--- config.mk ---
export PLATFORM = sky130hd
export DESIGN_NAME = serial_comp
export DESIGN_NICKNAME = d
export VERILOG_FILES = /design/src/rtl/serial_comp_pkg.sv /design/src/rtl/serial_comp_bit_decide.sv /design/src/rtl/serial_comp.sv
export SDC_FILE = /design/constraint.sdc
export NUM_CORES = 1
export LEC_CHECK = 0
export ABC_AREA = 0
export ABC_CLOCK_PERIOD_IN_PS = 2200
export CAP_MARGIN = 20
export CELL_PAD_IN_SITES_DETAIL_PLACEMENT = 1
export CELL_PAD_IN_SITES_GLOBAL_PLACEMENT = 1
export CORE_UTILIZATION = 38
export CTS_CLUSTER_DIAMETER = 150
export CTS_CLUSTER_SIZE = 12
export DETAILED_ROUTE_END_ITERATION = 7
export PLACE_DENSITY_LB_ADDON = 0.2
export SKIP_LAST_GASP = 1
export SYNTH_ARGS = -nofsm -noshare
export SYNTH_HDL_FRONTEND = slang
export SYNTH_HIERARCHICAL = 1
export SYNTH_SLANG_ARGS = --single-unit
--- constraint.sdc ---
create_clock -name clk -period 2.2 [get_ports clk]
set_clock_uncertainty 0.05 [all_clocks]
set_input_delay 0.44 -clock clk [delete_from_list [all_inputs] [get_ports clk]]
set_output_delay 0.44 -clock clk [all_outputs]
set_load 0.005 [all_outputs]
--- src/rtl/serial_comp_pkg.sv ---
// Shared types and helpers for the MSB-first serial magnitude comparator.
package serial_comp_pkg;

  typedef enum logic [1:0] {
    IDLE  = 2'd0,
    SHIFT = 2'd1,
    FIN   = 2'd2
  } state_t;

  // Bit-counter width; cnt only ever holds WIDTH-1 down to 0.
  function automatic int unsigned cnt_w(input int unsigned width);
    return (width < 2) ? 1 : $clog2(width);
  endfunction

endpackage

--- src/rtl/serial_comp_bit_decide.sv ---
// Per-bit-pair greater/less decision cell for the serial comparator.
module bit_decide (
  input  logic a,
  input  logic b,
  output logic gt,
  output logic lt
);

  assign gt = a & ~b;
  assign lt = ~a & b;

endmodule

--- src/rtl/serial_comp.sv ---
// Serial MSB-first comparator of two WIDTH-bit operands fed one bit pair per accept.
// Optional macro SERIAL_COMP_EARLY_EXIT_EN: finish as soon as the first differing pair is seen.
module serial_comp
  import serial_comp_pkg::*;
#(
  parameter int unsigned WIDTH = 32
) (
  input  logic clk,
  input  logic rst_n,
  input  logic start,
  input  logic bit_valid,
  input  logic a_bit,
  input  logic b_bit,
  output logic bit_ready,
  output logic busy,
  output logic done,
  output logic a_big,
  output logic b_big
);

  localparam int unsigned CW = cnt_w(WIDTH);

  state_t        state;
  state_t        state_nxt;
  logic [CW-1:0] cnt;
  logic [CW-1:0] cnt_nxt;
  logic          decided;
  logic          decided_nxt;
  logic          a_big_nxt;
  logic          b_big_nxt;
  logic          done_nxt;
  logic          busy_nxt;
  logic          ready_nxt;
  logic          gt_c;
  logic          lt_c;
  logic          accept_c;

  bit_decide u_bit_decide (
    .a  (a_bit),
    .b  (b_bit),
    .gt (gt_c),
    .lt (lt_c)
  );

  // bit_ready is high exactly while in SHIFT, so it doubles as the state qualifier.
  assign accept_c = bit_valid && bit_ready;

  always_ff @(posedge clk or negedge rst_n) begin
    if (!rst_n) begin
      state <= IDLE;
    end else begin
      state <= state_nxt;
    end
  end

  always_comb begin
    state_nxt   = state;
    cnt_nxt     = cnt;
    decided_nxt = decided;
    a_big_nxt   = a_big;
    b_big_nxt   = b_big;
    done_nxt    = 1'b0;
    busy_nxt    = 1'b0;
    ready_nxt   = 1'b0;

    case (state)
      IDLE: begin
        if (start) begin
          state_nxt   = SHIFT;
          cnt_nxt     = CW'(WIDTH - 1);
          decided_nxt = 1'b0;
          a_big_nxt   = 1'b0;
          b_big_nxt   = 1'b0;
        end
      end
      SHIFT: begin
        if (accept_c) begin
          // First differing pair from the MSB side fixes the result.
          if (!decided) begin
            a_big_nxt   = gt_c;
            b_big_nxt   = lt_c;
            decided_nxt = gt_c | lt_c;
          end
          cnt_nxt = (cnt == '0) ? cnt : cnt - CW'(1);
          if (cnt == '0) begin
            state_nxt = FIN;
          end
`ifdef SERIAL_COMP_EARLY_EXIT_EN
          if (!decided && (gt_c || lt_c)) begin
            state_nxt = FIN;
          end
`endif
        end
      end
      FIN: begin
        state_nxt = IDLE;
      end
      default: begin
        state_nxt = IDLE;
      end
    endcase

    // Handshake outputs are registered from the state being entered.
    busy_nxt  = (state_nxt == SHIFT);
    ready_nxt = (state_nxt == SHIFT);
    done_nxt  = (state_nxt == FIN);
  end

  always_ff @(posedge clk or negedge rst_n) begin
    if (!rst_n) begin
      cnt       <= '0;
      decided   <= 1'b0;
      a_big     <= 1'b0;
      b_big     <= 1'b0;
      done      <= 1'b0;
      busy      <= 1'b0;
      bit_ready <= 1'b0;
    end else begin
      cnt       <= cnt_nxt;
      decided   <= decided_nxt;
      a_big     <= a_big_nxt;
      b_big     <= b_big_nxt;
      done      <= done_nxt;
      busy      <= busy_nxt;
      bit_ready <= ready_nxt;
    end
  end

endmodule

==> reports/metrics.cfg <==
[outcome]
outcome = completed

[power]
leakagePower_nw = 0.337
pwr_density_cell_mw_per_mm2 = 1170
ir_drop_uv = 455

[synthesis]
syn_nets = 70
synth_cell_types = 25
synth_compound_gate_area_share = 0.129
synthesis.instances = 63
synth.avg_cell_area_um2 = 10.0
synth_seq_area_share = 0.476
synth-seq-cells = 12
synthesis.area_um2 = 631
synth_top_family_by_area = simple AND/OR/NAND/NOR gates
synth_top_area_cell = dfrtp_1
synth-xor-area-share = 0
yosysWarnings = 6
ys_top_cells_by_area = dfrtp_1 (48%), nand3_1 (5.6%), nand2_1 (4.8%)
synthAdderAreaFrac = 0.0198
muxShareOfSynthArea = 0
synth_top_area_frac = 0.476
synth_simple_gate_area_frac = 0.315

[clock_network]
cts_hold_buffers = 0
cts_max_path_buffers = 2
cts_resized = 0
clkSinkCount = 12
cts_max_level = 1
cts_tree = yes
clkTransAtPathRegs_ps = 80
post-cts-setup-buffers = 0
root_buffer = clkbuf_4
clkLatencyLatePin_ps = 270
cts-buffers-inserted = 3

[global_route]
grt.total_usage = 0.168
antenna_found_initial = 0
grt_max_degree = 13
grt_overflow = 0
grt_pass1_wl_um = 2270
grt_pass1_vias = 508

[setup_path]
cp.required_ps = 2290
cp_max_fo = 7
critPathSlowestCell = or3b_1
slowest_delay_ps = 500
worstSetupPathType = in -> reg
r2r_slack_ps = 440
critPathCaptureType = flop
cp.arrival_ps = 1890
path_cells = clkdlybuf4s50_1, or3b_1, a22oi_4, a21o_1, nand3_1
worstSetupStartpointType = input pin

[placed_design]
place_hpwl_um = 975
place_congestion = 0.716
io_buffers = 10
place_inst = 87
place_area_um2 = 732

[drt]
num_vias = 507
drt-total-wl_um = 1310
routed_via_density = 5.57
ant_nets = 0
drtIter0Drc = 8
drtPass1Iterations = 3
drc = 0
wl_per_cell_um = 14.3

[final_layout]
instances_no_fill = 91
area_growth_pct = 21.8
drive_above_1_share = 0.133
antenna_cells = 0
fillers = 175
design_area_um2 = 768
final_nets = 83

[sta]
fin_tns_setup_ps = 0
min_period_ps = 1800
whs_ps = 422
worstMarginPinSlew_ps = 547
timing.fmax_ghz = 0.555
finalHoldViolCount = 0
relSlewSlack = 0.634
finalSetupViolCount = 0
timing.final.max_slew_violations = 0
rsz0062_at_grt = no
finalCritPeriodShare = 0.819

[floorplanning]
core-area_mm2 = 0.00152
die-width_um = 42.7
boundaryPins = 11
row_count = 14
die_height_um = 42.7
start_util = 0.414
die_area_mm2 = 0.00183

[hold_path]
hold_path.class = reg -> reg

[job]
drv_cap = 0

==> layout make-up <==
type | instances | area, um^2 | area share
repair buffers | 11 | 108 | 0.140
inverters | 3 | 11.3 | 0.0147
flip-flops and latches | 12 | 300 | 0.391
well taps | 16 | 20.0 | 0.0261
multi-input cells | 45 | 293 | 0.381
clock buffers | 4 | 36.3 | 0.0472
==> synth_stat cells (all sizes together) <==
cell	number
a21o	1
a21oi	1
a22oi	2
and2	1
and2b	1
and3	1
buf	3
dfrtp	12
ha	1
inv	3
nand2	8
nand3	7
nand4b	3
nor2	7
nor2b	1
nor3	1
nor4b	1
o21a	1
o21ai	4
o22ai	2
or3b	1
or4b	1
==> report_power, final <==
part | internal, mW | leakage [nW] | switching (mW) | total (mW)
Clock | 0.101 | 0.0210 | 0.0776 | 0.178
Combinational | 0.173 | 0.186 | 0.146 | 0.319
Sequential | 0.298 | 0.130 | 0.101 | 0.399
==> layout by cell type (no fill, tap or decap), types with 2 or more instances in the layout <==
cell type and instances:
dfrtp_1 12, nand4b_1 3, nor2_1 7, o22ai_1 2, o21ai_0 3, clkbuf_4 3
clkdlybuf4s50_1 10, inv_1 3, nand2_1 8, nand3_1 7
==> final timing paths <==
check / from / to / cells past startpoint
worst max-delay path: start / cnt[3] / 5
worst min-delay path: state[1] / busy / 1
worst max register to register: state[0] / cnt[3] / 4
worst min register to register: state[1] / busy / 1
max in group asynchronous: rst_n / cnt[0] / 1
min in group asynchronous: rst_n / state[1] / 1
==> sequential cells by signal (all words and copies together) (netlist names) <==
name	count
a_big	1
done	1
b_big	1
cnt	5
busy	1
decided	1
state	2
==> kinds of logic after synthesis <==
kind of cell,Yosys count
AND/OR/NAND/NOR,33
buffers and inverters,6
adder cells (fa/ha/maj),1
AO/OA/AOI/OAI,11
flip-flops,12
==> per-stage QoR <==
step	util	power [mW]	setup WS (ps)
final	0.504	0.896	398
after global routing	0.504	0.971	323
after CTS	0.504	0.909	397
after detailed placement	0.480	0.723	114
after global placement	0.480	0.708	138
after floorplan	-	0.607	683
==> critical path: cells and delay by family <==
family | cells | cell delay, ps
simple gates | 2 | 580
buf+inv | 1 | 470
compound gates | 2 | 400
==> layer usage <==
layer | track usage | wire [um] | vias to the layer above
met1 | 0.218 | 622 | 249
met2 | 0.264 | 614 | 12
li1 | - | - | 244
met3 | 0.0426 | 52 | 2
met4 | 0.0750 | 15 | 0
met5 | 0 | 0 | -
Power figures use the tool's default switching activity.
==> variant 1 (same settings) <==
Set the parameter `WIDTH` to 16 (it was 32).
--- a/src/rtl/serial_comp.sv
+++ b/src/rtl/serial_comp.sv
@@ -3,7 +3,7 @@
 module serial_comp
   import serial_comp_pkg::*;
 #(
-  parameter int unsigned WIDTH = 32
+  parameter int unsigned WIDTH = 16
 ) (
   input  logic clk,
   input  logic rst_n,
Behaviour: no difference found for any inputs over 10 cycles, from zero or initial values and one cycle with rst_n low; that may be too few to reach the edited logic, so the function may still have changed.
==> variant 1 against the unedited design <==
Clock power decreased by 21%. Combinational power increased by 4%. Synthesized area decreased by 6.0%. Routed wire length decreased by 2.1%. Setup slack improved by 0.12 ns. Total power decreased by 7.4%. Sequential cell count decreased by 1. Sequential power decreased by 11%. Critical path depth unchanged. Global-route usage increased by 0.73 points. Cell area decreased by 7.7%.
==> variant 1: results <==
metrics = {
    "setup_path": {
        "worstRegToRegCells": 5,
        "critical_path.endpoint": "state[0]",
        "critical_path_arrival_ns": 1.78,
        "critPathLaunch": "cnt[0]",
    },
    "power": {
        "vdd_ir_drop_max_mv": 0.427,
        "switchingPower_mw": 0.310,
        "sequentialPowerShare_pct": 42.9,
        "p_comb_share_pct": 40.1,
    },
    "min_path": {
        "holdCritPathClass": "primary input to asynchronous set/reset pin",
    },
    "cells_and_area": {
        "nonClkBufAreaFrac_pct": 14.1,
        "fraction_of_area_in_multi_input_gates_pct": 39.2,
        "num-multi-input-gates": 41,
        "area_delta_synth_final_pct": 19.6,
        "area.sequential_um2": 275,
        "non_clock_buffer_count": 10,
        "layout_top_registers": "cnt: 4 flops, state: 2 flops",
        "clock_network_area_share_pct": 3.70,
        "fillerInstances": 155,
        "fin_nets": 77,
    },
    "logic_synthesis": {
        "synthAdderAreaFrac_pct": 2.11,
        "netlist-cell-type-count": 26,
        "synth_compound_area_share_pct": 16.9,
        "synthesis.nets": 66,
        "synth.cells.most_frequent": "sky130_fd_sc_hd__dfrtp_1 (11), sky130_fd_sc_hd__nand3_1 (7), sky130_fd_sc_hd__nor2_1 (4), sky130_fd_sc_hd__inv_1 (3), sky130_fd_sc_hd__nand2_1 (3)",
    },
    "outcome": {
        "run_status": "complete, no violations",
    },
    "die": {
        "die-area_mm2": 0.00172,
    },
    "global_routing": {
        "first_global_vias": 519,
        "grt_pass1_wl_um": 2370,
        "met2_usage_pct": 26.9,
        "globalRouteMet1Util_pct": 23.7,
    },
    "place": {
        "pre_cts_slack_ns": 0.403,
        "placement.cell_area_um2": 683,
        "gp_congestion": 0.755,
        "placed_cells_incl_taps": 80,
    },
    "sta": {
        "relSlewSlack_pct": 64.1,
    },
    "route": {
        "route.layer.met1.wl_um": 635,
        "met2RoutedLength_um": 592,
        "via_count": 483,
        "drt_pass1_iterations": 4,
    },
    "clock_network": {
        "cts.sink_count": 11,
    },
}
## variant 1: cell types whose count changed after synthesis, moves of 2 or more
cell | before | now
sky130_fd_sc_hd__nand2_1 | 8 | 3
sky130_fd_sc_hd__nor2_1 | 7 | 4
sky130_fd_sc_hd__buf_2 | 0 | 2
sky130_fd_sc_hd__nand4_1 | 0 | 2
sky130_fd_sc_hd__nand4b_1 | 3 | 1
sky130_fd_sc_hd__o2111ai_1 | 0 | 2
sky130_fd_sc_hd__o221a_1 | 0 | 2
## variant 1: worst reg2reg max path, cell delays in order (launching register included)
cell,delay (ns)
sky130_fd_sc_hd__dfrtp_1,0.42
sky130_fd_sc_hd__inv_1,0.10
sky130_fd_sc_hd__ha_1,0.22
sky130_fd_sc_hd__or3b_1,0.49
sky130_fd_sc_hd__o22ai_1,0.21
sky130_fd_sc_hd__nor2_1,0.07
==> variant 2 (same flow settings) <==
Without the edit above. Reset style: synchronous (`rst_n`), changed in 2 clocked blocks.
--- a/src/rtl/serial_comp.sv
+++ b/src/rtl/serial_comp.sv
@@ -45,7 +45,7 @@
   // bit_ready is high exactly while in SHIFT, so it doubles as the state qualifier.
   assign accept_c = bit_valid && bit_ready;
 
-  always_ff @(posedge clk or negedge rst_n) begin
+  always_ff @(posedge clk) begin
     if (!rst_n) begin
       state <= IDLE;
     end else begin
@@ -106,7 +106,7 @@
     done_nxt  = (state_nxt == FIN);
   end
 
-  always_ff @(posedge clk or negedge rst_n) begin
+  always_ff @(posedge clk) begin
     if (!rst_n) begin
       cnt       <= '0;
       decided   <= 1'b0;
Formal check against the unedited RTL: differs if rst_n is asserted again (counterexample within 4 cycles, from zero or initial values and one cycle with rst_n low); with rst_n held inactive, the same outputs for 10 cycles.
==> variant 2 against the unedited design <==
Fmax grew 0.90%. Non-clock buffer count stayed put. Routed wire length is 3.0% lower. Sequential share of layout area down 5.2 points. Setup slack gained 0.016 ns. Cell area is 7.7% lower. Sequential cell count stayed put. Synthesized area shrank 12%. Final cell count is 3.3% lower. Largest cell class is now multi-input combinational cells.
Power is not compared: it rests on default switching activity, and its combinational part moved more than twofold at a synthesized area within 25%.
==> variant 2: results <==
metrics = {
    "global_routing": {
        "met2_usage_pct": 30.6,
        "grt_max_degree": 9,
        "globalRouteMet1Util_pct": 21.5,
        "grt.total_usage_pct": 19.5,
        "groute.layer.met3.usage_pct": 10.0,
        "grt_pass1_wl_um": 1950,
    },
    "setup_path": {
        "worstReg2RegStart": "cnt[0]",
        "worstPathMaxFanout": 7,
        "worst-r2r-setup-slack_ns": 0.54,
        "critical_path.endpoint": "cnt[1]",
        "regToRegEndpoint": "cnt[2]",
        "worstRegToRegCells": 6,
        "critical_path_arrival_ns": 1.92,
    },
    "route": {
        "drt_pass1_iterations": 4,
        "drt-total-wl_um": 1270,
        "via_count": 487,
        "drt-initial-drc-count": 4,
        "post_dr_wirelength_cell_um": 14.4,
    },
    "sta": {
        "fin_crit_sh_pct": 81.2,
        "tightestPinTransition_ns": 0.472,
    },
    "clock_network": {
        "clock-root-buffer": "sky130_fd_sc_hd__clkbuf_4",
        "post-cts-setup-buffer-count": 0,
    },
    "logic_synthesis": {
        "synth.avg_cell_area_um2": 9.39,
        "synth.cells.most_frequent": "sky130_fd_sc_hd__dfxtp_1 (12), sky130_fd_sc_hd__nor2_1 (7), sky130_fd_sc_hd__a21oi_1 (4), sky130_fd_sc_hd__inv_1 (4), sky130_fd_sc_hd__nor3_1 (4)",
        "synthTopCellsByArea": "sky130_fd_sc_hd__dfxtp_1 (43%), sky130_fd_sc_hd__nor2_1 (4.7%), sky130_fd_sc_hd__nand4b_1 (4.7%)",
        "synth_async_sr_flop_share_pct": 0,
        "synthesis.nets": 66,
    },
    "place": {
        "place.detailed.hpwl_um": 943,
        "gp_congestion": 0.787,
        "placed_cells_incl_taps": 84,
        "placement.cell_area_um2": 673,
        "pre_cts_slack_ns": 0.130,
    },
    "cells_and_area": {
        "fin_nets": 81,
        "drive_above_1_share_pct": 15.1,
    },
    "outcome": {
        "run_status": "complete, no violations",
    },
}
-- variant 2: critical path, stage by stage --
cell	delay, ns
sky130_fd_sc_hd__clkdlybuf4s50_1	0.48
sky130_fd_sc_hd__or3b_4	0.43
sky130_fd_sc_hd__a22oi_4	0.26
sky130_fd_sc_hd__nor2_1	0.07
sky130_fd_sc_hd__a311oi_1	0.24
-- variant 2: cell type report --
| class | count | area, um2 |
|---|---|---|
| clock buffer | 4 | 36.3 |
| fill | 162 | 624 |
| inverter | 4 | 15.0 |
| multi-input combinational | 42 | 292 |
| sequential | 12 | 240 |
| tap | 15 | 18.8 |
| timing repair buffer | 11 | 108 |
-- variant 2: cell families after synthesis --
kind of cell | share of synthesized area (%)
and+or+nand+nor | 29.8
AOI/OAI and AO/OA | 20.5
DFF | 43.3
buffers and inverters | 4.06
adders and majority gates | 2.26
-- variant 2: worst min path at each step --
stage          slack [ns]  cells after the start     to   from
2_1_floorplan        0.43                      2  a_big  a_big
3_3_place_gp         0.44                      2  b_big  b_big
3_5_place_dp         0.46                      2  b_big  b_big
4_1_cts              0.47                      2  b_big  b_big
5_1_grt              0.50                      2  a_big  a_big
6_report             0.47                      2  a_big  a_big
-- variant 2: stage by stage --
stage	total power [mW]	hold WS (ns)
after global placement	0.355	0.438
after detailed placement	0.359	0.458
after floorplan	0.322	0.435
after global routing	0.558	0.501
after CTS	0.536	0.468
final	0.529	0.467
-- variant 2: per-layer routing --
metal / share of wire [%] / routed length [um]
met4: 2.1 / 27
met2: 44 / 563
met1: 48 / 611
met5: 0 / 0
met3: 4.9 / 62
-- variant 2: power groups by stage --
stage          logic (mW)  registers [mW]  clock network (mW)
2_1_floorplan      0.0686           0.253                   0
3_3_place_gp       0.0985           0.257                   0
3_5_place_dp        0.101           0.258                   0
4_1_cts             0.101           0.253               0.181
5_1_grt             0.110           0.255               0.193
6_report            0.101           0.253               0.176
